`src/rtl/eight_by_four_divider_pkg.sv`:
```
// -----------------------------------------------------------------------------
// divider_states_defines
// Shared definitions for the eight_by_four_divider block: the FSM state
// encoding, the default operand widths and the quotient value reported on a
// divide by zero.
// Ports: none (package).
// -----------------------------------------------------------------------------
package divider_states_defines;

  localparam int DEF_N_W = 8;
  localparam int DEF_D_W = 4;

  // Wide enough for any supported N_W; the top slices off what it needs.
  localparam logic [31:0] DIV_ZERO_Q = '1;

  typedef enum logic [1:0] {
    IDLE  = 2'd0,
    CHECK = 2'd1,
    ITER  = 2'd2,
    END   = 2'd3
  } state_t;

endpackage

```
`src/rtl/eight_by_four_divider_controller.sv`:
```
// -----------------------------------------------------------------------------
// divider_controller
// Sequencer for the restoring divider: state register, iteration counter and
// next-state logic.
//
//   state | meaning
//   ------+--------------------------------------------------------------
//   IDLE  | waiting for ena; operands are captured by the datapath here
//   CHECK | divisor inspected; zero divisor skips straight to END
//   ITER  | one quotient bit per cycle, N_W cycles
//   END   | datapath writes Q/R/done, then back to IDLE
//
// Ports:
//   clk          rising-edge clock
//   rst          synchronous active-low reset
//   ena          start request (only acted on in IDLE)
//   d_zero       captured divisor equals zero
//   state_o      current state
//   last_iter_o  high during the final ITER cycle
// -----------------------------------------------------------------------------
module divider_controller
  import divider_states_defines::*;
#(
  parameter int N_W = DEF_N_W
) (
  input  logic   clk,
  input  logic   rst,
  input  logic   ena,
  input  logic   d_zero,
  output state_t state_o,
  output logic   last_iter_o
);

  localparam int CNT_W = $clog2(N_W);

  state_t             curr_state;
  state_t             next_state;
  logic [CNT_W-1:0]   cnt;

  always_ff @(posedge clk) begin
    if (!rst) begin
      curr_state <= IDLE;
      cnt        <= '0;
    end else begin
      curr_state <= next_state;
      // Counter only runs in ITER, so it is already zero on entry.
      if (curr_state == ITER) cnt <= cnt + CNT_W'(1);
      else                    cnt <= '0;
    end
  end

  assign last_iter_o = (curr_state == ITER) && (cnt == CNT_W'(N_W - 1));
  assign state_o     = curr_state;

  always_comb begin
    next_state = IDLE;
    case (curr_state)
      IDLE:    next_state = ena ? CHECK : IDLE;
      CHECK:   next_state = d_zero ? END : ITER;
      ITER:    next_state = last_iter_o ? END : ITER;
      END:     next_state = IDLE;
      default: next_state = IDLE;
    endcase
  end

endmodule

```
`src/rtl/eight_by_four_divider.sv`:
```
// -----------------------------------------------------------------------------
// eight_by_four_divider
// Multi-cycle restoring divider, N_W-bit dividend by D_W-bit divisor, one
// quotient bit per clock. Shares the ena/done/state handshake of the
// shift-and-add multiplier so the two are interchangeable at the board top.
//
// Ports:
//   clk       rising-edge clock
//   rst       synchronous active-low reset
//   ena       start request, sampled in IDLE only
//   A         dividend, captured with ena
//   B         divisor, captured with ena
//   Q         quotient (all ones on divide by zero)
//   R         remainder (zero on divide by zero)
//   done      one-cycle completion pulse
//   div_zero  last operation had B == 0; held until next start
//   busy      FSM not in IDLE
//   state     debug state {2'b0, curr_state}
// -----------------------------------------------------------------------------
module eight_by_four_divider
  import divider_states_defines::*;
#(
  parameter int N_W = DEF_N_W,
  parameter int D_W = DEF_D_W
) (
  input  logic           clk,
  input  logic           rst,
  input  logic           ena,
  input  logic [N_W-1:0] A,
  input  logic [D_W-1:0] B,
  output logic [N_W-1:0] Q,
  output logic [D_W-1:0] R,
  output logic           done,
  output logic           div_zero,
  output logic           busy,
  output logic [3:0]     state
);

  state_t         curr_state;
  logic           last_iter;
  logic [N_W-1:0] q_reg;
  logic [D_W-1:0] d_reg;
  logic [D_W:0]   rem_reg;
  logic           zero_flag;
  logic [D_W+1:0] trial;

  divider_controller #(.N_W(N_W)) u_ctrl (
    .clk         (clk),
    .rst         (rst),
    .ena         (ena),
    .d_zero      (d_reg == '0),
    .state_o     (curr_state),
    .last_iter_o (last_iter)
  );

  // rem_reg[D_W] is always 0 (partial remainder stays below the divisor), so
  // using the whole register here equals zero-extending its low D_W bits.
  assign trial = {rem_reg, q_reg[N_W-1]} - {2'b00, d_reg};

  assign busy  = (curr_state != IDLE);
  assign state = {2'b00, curr_state};

  always_ff @(posedge clk) begin
    if (!rst) begin
      q_reg     <= '0;
      d_reg     <= '0;
      rem_reg   <= '0;
      zero_flag <= 1'b0;
      Q         <= '0;
      R         <= '0;
      done      <= 1'b0;
      div_zero  <= 1'b0;
    end else begin
      done <= 1'b0;
      case (curr_state)
        IDLE: begin
          if (ena) begin
            q_reg     <= A;
            d_reg     <= B;
            rem_reg   <= '0;
            zero_flag <= 1'b0;
            div_zero  <= 1'b0;
          end
        end
        CHECK: begin
          if (d_reg == '0) zero_flag <= 1'b1;
        end
        ITER: begin
          // Restore on negative trial: keep the shifted remainder instead.
          if (!trial[D_W+1]) begin
            rem_reg <= trial[D_W:0];
            q_reg   <= {q_reg[N_W-2:0], 1'b1};
          end else begin
            rem_reg <= {rem_reg[D_W-1:0], q_reg[N_W-1]};
            q_reg   <= {q_reg[N_W-2:0], 1'b0};
          end
        end
        END: begin
          if (zero_flag) begin
            Q        <= DIV_ZERO_Q[N_W-1:0];
            R        <= '0;
            div_zero <= 1'b1;
          end else begin
            Q <= q_reg;
            R <= rem_reg[D_W-1:0];
          end
          done <= 1'b1;
        end
        default: ;
      endcase
    end
  end

endmodule

```
`config.mk`:
```
export PLATFORM = sky130hd
export DESIGN_NAME = eight_by_four_divider
export DESIGN_NICKNAME = d
export VERILOG_FILES = /design/src/rtl/eight_by_four_divider_pkg.sv /design/src/rtl/eight_by_four_divider_controller.sv /design/src/rtl/eight_by_four_divider.sv
export SDC_FILE = /design/constraint.sdc
export NUM_CORES = 1
export LEC_CHECK = 0
export ABC_AREA = 1
export CAP_MARGIN = 25
export CORE_UTILIZATION = 36
export CTS_CLUSTER_SIZE = 12
export DETAILED_ROUTE_END_ITERATION = 12
export HOLD_SLACK_MARGIN = 0.12
export PLACE_DENSITY_LB_ADDON = 0.3
export REMOVE_ABC_BUFFERS = 1
export SLEW_MARGIN = 20
export SYNTH_ARGS = -nofsm -noshare
export SYNTH_HDL_FRONTEND = slang
export SYNTH_SLANG_ARGS = --single-unit
```
`constraint.sdc`:
```
create_clock -name clk -period 2.05 [get_ports clk]
set_clock_uncertainty 0.05 [all_clocks]
set_input_delay 0.5125 -clock clk [delete_from_list [all_inputs] [get_ports clk]]
set_output_delay 0.5125 -clock clk [all_outputs]
set_load 0.005 [all_outputs]
```
==> impl_results.md, run 1 <==
- Post-Place Cells: 320
- Grt met1 use: 20.6%
- Synth unique cells: 28
- Max clock buf depth: 2
- Unrepaired setup endpoints after global routing: false
- Post-synthesis cell area: about 1800 um2
- Number of synthesized register bits: 37
- CTS H-Tree Depth: 2
- Met2 Resource Use GR: between 20% and 30%
- Final nets: 288
- Power, Total: roughly 2.6 mW
- Share of cells above drive strength 1: 14.8%
- Status: finished with violations
- CP max-delay cell: clkdlybuf4s50_1
- Root Buffer: clkbuf_8
- Final ANT Viol Nets: 0
- Row count: 25
- Remaining Overflow, GRT: 0
- R2r setup slk: between 300 and 400 ps
- Yosys top cell by area: dfxtp_1
- First-pass GRT wire length: 6160 um
- WL final: approximately 3600 um
- CTS clk-pin slew, worst paths: ~70 ps
- IO Port Bufs: 31
- M3 GR Usage: ~4.0%
- Antenna cells: 0
- Routability Congestion: 0.763
- Area of the multi-input gates: 855 um2
- Iteration-0 DRC Markers: 74
- # clock sinks: 37
- Compound-gate portion of the synthesized area: between 10% and 20%
- Mux cell area share after synthesis: 0%
- Simple-gate share of the synthesized area: 21.0%
- Max Clock Freq: roughly 560 MHz
- Number of placed I/O pins: 34
- Initial antenna violation count: 0
- Synth Instances: 223
- Max-cap viol count: 0
- Largest family of logic cells by synthesized area: simple AND/OR/NAND/NOR gates
- Cell leakage power: 0.972 nW
- Data required, critical path: 1490 ps
- Fin. Hold Viols: 0
- Vias in the first global route: around 1400
- Crit path launch type: register
- Global Route Usage Sum: between 10% and 20%
- WP data arrival: 1220 ps
- Chip width: between 70 and 80 um
- CTS tree: done
- Comb pwr share: approximately two fifths
- Worst Path Buf+Inv: 2
- Most Used Layer, Global Route: met2
- Filler cells: just under 500
- WL/cell: between 10 and 15 um
- Peak VDD IR: about 0.59 mV
- Syn_area_per_cell: 7.95 um2
- Synthesis Warnings: 0
- Top cells by area, synth: dfxtp_1 42%, nand2_1 7.6%, a21oi_1 7.3%, ha_1 7.1%, inv_1 6.1%
- Finished Layout Cells: 330
- Final setup viols: 0
- CP peak stage delay: about 500 ps
- DR DRC count: 2
- PwrDens: roughly 1100 nW/um2
- Total CTS buffers: 5
- Final Cycle Share: between 80% and 90%
- Die area: 5210 um2
- Seq/Total Area, Yosys: between 40% and 50%
- Failing checks: DRC
- Worst-Skew Late Latency: 290 ps
- Core footprint: 4720 um2
- Area share of the largest cell type after synthesis: a little over two fifths
- Dpl hpwl: around 2700 um
- Crit Path Class: register to output pin
- Post-synthesis xor/xnor area fraction: less than 1%
- Crit-path max FO: 3
- Core Util, Final: 48.9%
- Crit end category: output pin
- CP Cell Sequence: buf_4 > clkdlybuf4s50_1
- Sw Share: a little over a third
- Clk network pwr share: about a quarter
- Die Height: roughly 72 um
- Syn-to-layout area delta: 30.3%
- Tmin final: roughly 1800 ps
- Pre-antenna DRT Iters: 8
- Setup TNS: 0 ps
- Register area: about 740 um2
- Delay-heaviest family, CP: buffers and inverters
- Int Power: 1.66 mW
- Flop pwr share: 35.8%
- Via count: approximately 1500
- Worst hold path type: register to register
- Sw Pwr: between 800 and 900 uW
- Pin count of the biggest net entering global routing: 13
- Post-Synth Adder-Cell Area: under 10%
- Pins Over Slew Limit: 0
- Vias per cell: roughly 4.6
- Starting Density: a little under two fifths
==> placed cells by master, fill, tap and decap left out <==
master	Yosys	final
nand2_1	36	36
dfxtp_1	37	35
clkdlybuf4s50_1	0	30
inv_1	29	29
a21oi_1	26	26
o21ai_0	19	19
nand3_1	18	18
buf_4	3	10
ha_1	10	9
nor2_1	8	8
clkbuf_8	0	6
a31oi_1	5	5
inv_2	4	4
nand2_4	4	4
o221a_2	4	4
nand3_2	2	2
conb_1	1	2
dfxtp_2	0	2
o21ai_2	1	1
nand2_2	1	1
nand3_4	1	1
nor2_4	1	1
xnor2_1	1	1
nor2_2	1	1
nor3_1	1	1
nand4_1	1	1
a211oi_1	1	1
fa_1	1	1
ha_2	0	1
bufinv_16	0	1
clkbuf_1	3	1
dlymetal6s2s_1	0	1
==> power by group through the flow <==
| stage | Combinational (mW) | Clock (mW) | Sequential, mW |
|---|---|---|---|
| final | 0.989 | 0.653 | 0.915 |
| after global routing | 1.12 | 0.697 | 0.927 |
| after CTS | 1.00 | 0.664 | 0.914 |
| after detailed placement | 0.965 | 0 | 0.934 |
| after global placement | 0.954 | 0 | 0.930 |
| after floorplan | 0.680 | 0 | 0.916 |
==> Yosys cell counts <==
master	number
inv_2	4
clkbuf_1	3
nand2_2	1
nor2_4	1
xnor2_1	1
buf_2	3
buf_4	3
o21ai_0	19
a21oi_1	26
fa_1	1
nand3_4	1
nand2_1	36
nand3_1	18
ha_1	10
conb_1	1
nand2_4	4
buf_6	1
dfxtp_1	37
o21ai_2	1
nor2_1	8
nand4_1	1
nor3_1	1
a211oi_1	1
o221a_2	4
nand3_2	2
nor2_2	1
a31oi_1	5
inv_1	29
==> layout make-up <==
type,instances,area share [%]
Multi-Input combinational cell,144,37.0
Sequential cell,37,32.2
Timing Repair Buffer,41,16.8
Inverter,33,5.36
Clock buffer,7,3.74
Tap cell,67,3.63
Clock inverter,1,1.30
==> cell families after synthesis <==
family / after synthesis
adders and majority gates: 11
other: 1
buffers and inverters: 43
and+or+nand+nor: 74
xor gates and xnor gates: 1
DFF: 37
AOI/OAI and AO/OA: 56
==> metal layers <==
layer  routed length, um  vias up
met5                   0        -
li1                    -      812
met2                1540       34
met4                  53        0
met1                1890      669
met3                 123        6
==> stage by stage <==
stage | setup WS, ps | instance area (um2) | hold WS, ps
2_1_floorplan | 441 | 1720 | 349
3_3_place_gp | 236 | 2170 | 359
3_5_place_dp | 190 | 2170 | 361
4_1_cts | 33.0 | 2310 | 372
5_1_grt | 216 | 2310 | 402
6_report | 266 | 2310 | 373
==> worst paths after layout <==
check,from,end,cells past startpoint
min reg2reg,u_ctrl.cnt[0]$_SDFF_PN0_,u_ctrl.cnt[0]$_SDFF_PN0_,1
max,u_ctrl.state_o[1]$_SDFF_PN0_,state[1],2
max reg2reg,q_reg[7]$_SDFFE_PN0P_,rem_reg[4]$_SDFFE_PN0P_,11
min,u_ctrl.cnt[0]$_SDFF_PN0_,u_ctrl.cnt[0]$_SDFF_PN0_,1
==> timing repair <==
item / in CTS / in global routing
endpoints found under the hold margin: 0 / 0
endpoints found under the setup margin: 1 / 1
setup buffers: 2 / 0
gates resized for setup: 3 / 1
hold buffers: 0 / 0
No activity file was read; power rests on OpenSTA's default activity.
==> inputs of run 2 (changes only) <==
--- a/config.mk
+++ b/config.mk
@@ -11,7 +11,6 @@
 export CTS_CLUSTER_SIZE = 12
 export DETAILED_ROUTE_END_ITERATION = 12
 export HOLD_SLACK_MARGIN = 0.12
-export PLACE_DENSITY_LB_ADDON = 0.3
 export REMOVE_ABC_BUFFERS = 1
 export SLEW_MARGIN = 20
 export SYNTH_ARGS = -nofsm -noshare
==> run 2 against run 1 <==
Compared with the run above:
- the run still ends with DRC left
- via count is 0.20% lower
- critical path depth up 2
- final area is 0.76% lower
- largest cell class unchanged
==> impl_results.md, run 2 (synthesis results as in run 1) <==
- Setup crit start: u_ctrl.state_o[1]$_SDFF_PN0_
- R2r setup slk: 350 ps (about the same)
- Post-Place Cells: 318 (-0.63%)
- Pins Over Slew Limit: 0 (unchanged)
- Crit-path max FO: 4 (+1)
- # clock sinks: 37 (unchanged)
- Initial antenna violation count: 0 (unchanged)
- CTS tree: done
- Dpl hpwl: 2730 um (-0.35%)
- Filler cells: 489 (+0.41%)
- Die area: 5210 um2 (unchanged)
- Sw Pwr: 897 uW (+0.10%)
- Register area: 743 um2 (unchanged)
- Vias per cell: 4.63 (+0.41%)
- CTS clk-pin slew, worst paths: 70 ps (about the same)
- Worst hold path type: register to register
- Sw Share: 35.1% (+0.094 points)
- Vias in the first global route: 1400 (-0.78%)
- Via count: 1518 (-0.20%)
- Crit Path Class: register to output pin
- Cell leakage power: 0.951 nW (-2.2%)
- Failing checks: DRC
- Worst reg2reg startpoint: q_reg[7]$_SDFFE_PN0P_
- Worst Hold Endpoint: u_ctrl.cnt[0]$_SDFF_PN0_
- Post-CTS Hold Buffers: 0 (unchanged)
- Cells on Worst Hold Path: 1 (unchanged)
- Pre-antenna DRT Iters: 8 (unchanged)
- Finished Layout Cells: 328 (-0.61%)
- Iteration-0 DRC Markers: 39 (-47%)
- Cell depth of the worst flop-to-flop path: 11 (unchanged)
- Global Route Usage Sum: 15.2% (-0.18 points)
- Die Height: 72.2 um (unchanged)
- Flop pwr share: 35.8% (about the same)
- Clk network pwr share: 25.2% (-0.3 points)
- Final Cycle Share: 98.3% (+11 points)
- Core footprint: 4720 um2 (unchanged)
- Starting Density: 37.5% (unchanged)
- Worst-Skew Late Latency: 280 ps (about the same)
- WL/cell: 11.2 um (+2.1%)
- Final nets: 286 (-0.69%)
- Data required, critical path: 1490 ps (about the same)
- Area of the multi-input gates: 855 um2 (unchanged)
- Placed Area: 2160 um2 (-0.69%)
- WP data arrival: 1450 ps (+230 ps)
- Antenna cells: 0 (unchanged)
- Syn-to-layout area delta: 29.3%
- PwrDens: 1110 nW/um2 (+0.60%)
- Worst Min Path Start: u_ctrl.cnt[0]$_SDFF_PN0_
- Crit path launch type: register
- R2R Path End: rem_reg[4]$_SDFFE_PN0P_
- Pin count of the biggest net entering global routing: 18 (+5)
- Tmin final: 2010 ps (+231 ps)
- Int Power: 1.66 mW (-0.31%)
- Row count: 25 (unchanged)
- Max clock buf depth: 2 (unchanged)
- Final setup viols: 0 (unchanged)
- Setup TNS: 0 ps (unchanged)
- WL final: 3660 um (+1.5%)
- Number of placed I/O pins: 34 (unchanged)
- Finished Cell Area: 2290 um2 (-0.76%)
- Comb pwr share: 39.0% (+0.3 points)
- Final ANT Viol Nets: 0 (unchanged)
- IO Port Bufs: 31 (unchanged)
- Commonest cells after routing, fill and taps aside: 36 x nand2_1, 35 x dfxtp_1, 31 x clkdlybuf4s50_1
- Share of cells above drive strength 1: 14.2% (-0.65 points)
- Max-cap viol count: 0 (unchanged)
- First-pass GRT wire length: 6270 um (+1.8%)
- DR DRC count: 2 (unchanged)
- Chip width: 72.2 um (unchanged)
- Root Buffer: clkbuf_8
- Max Clock Freq: 496 MHz (-11%)
- Fin. Hold Viols: 0 (unchanged)
- CTS H-Tree Depth: 2 (unchanged)
- Status: finished with violations
- Peak VDD IR: 0.775 mV (+31%)
- Most common cell after layout, fill and taps aside: nand2_1
- Crit end category: output pin
- Remaining Overflow, GRT: 0 (unchanged)
- Routability Congestion: 0.807 (+5.8%)
- Total CTS buffers: 5 (unchanged)
run 2: cell count changes in the layout (fill, tap and decap cells not counted), sizes merged:
cell,before,now
buf,10,8
dlymetal6s2s,1,0
clkdlybuf4s50,30,31
run 2: area by class of cell:
class	instances	area share (%)
Tap cell	67	3.66
Sequential cell	37	32.4
Clock buffer	7	3.77
Timing Repair Buffer	39	16.2
Inverter	33	5.40
Multi-Input combinational cell	144	37.3
Clock inverter	1	1.31
run 2: routing by layer:
| layer | vias up | global-route usage [%] | wire length [um] |
|---|---|---|---|
| met2 | 32 | 23.3 | 1580 |
| met3 | 3 | 3.89 | 134 |
| met4 | 0 | 4.58 | 21 |
| li1 | 803 | - | - |
| met1 | 680 | 21.0 | 1920 |
| met5 | - | 0 | 0 |
run 2: stage by stage:
step	setup slack [ps]	utilization (%)	hold WS [ps]	power [mW]
after detailed placement	220	45.6	361	1.89
final	35.3	48.5	380	2.55
after floorplan	441	-	349	1.60
after CTS	7.97	48.4	378	2.56
after global placement	240	45.6	362	1.88
after global routing	-29.7	48.5	388	2.76
run 2: worst max path at each step:
| stage | endpoint | slack [ps] | depth (start not counted) |
|---|---|---|---|
| after floorplan | q_reg[1]$_SDFFE_PN0P_ | 440 | 7 |
| after global placement | q_reg[7]$_SDFFE_PN0P_ | 240 | 6 |
| after detailed placement | q_reg[7]$_SDFFE_PN0P_ | 220 | 6 |
| after CTS | busy | 8 | 4 |
| after global routing | busy | -30 | 4 |
| final | busy | 40 | 4 |
run 2: power by group through the flow:
stage	clock network, mW	logic (mW)	registers [mW]
floorplan	0	0.680	0.916
global placement	0	0.952	0.930
detailed placement	0	0.964	0.931
CTS	0.657	0.985	0.915
global route	0.689	1.14	0.926
finish	0.644	0.996	0.913
run 2: timing repair:
action | CTS | global route
endpoints found under the setup margin | 1 | 1
endpoints found under the hold margin | 0 | 0
gates resized for setup | 3 | 0
pin swaps | 0 | 0
cloned | 0 | 0
buffers inserted | 1 | 1
run 2: worst max-delay path: stages, from the launching register on:
cell and delay [ps]:
dfxtp_2 340, inv_1 60, ha_2 200, inv_1 80, clkdlybuf4s50_1 500
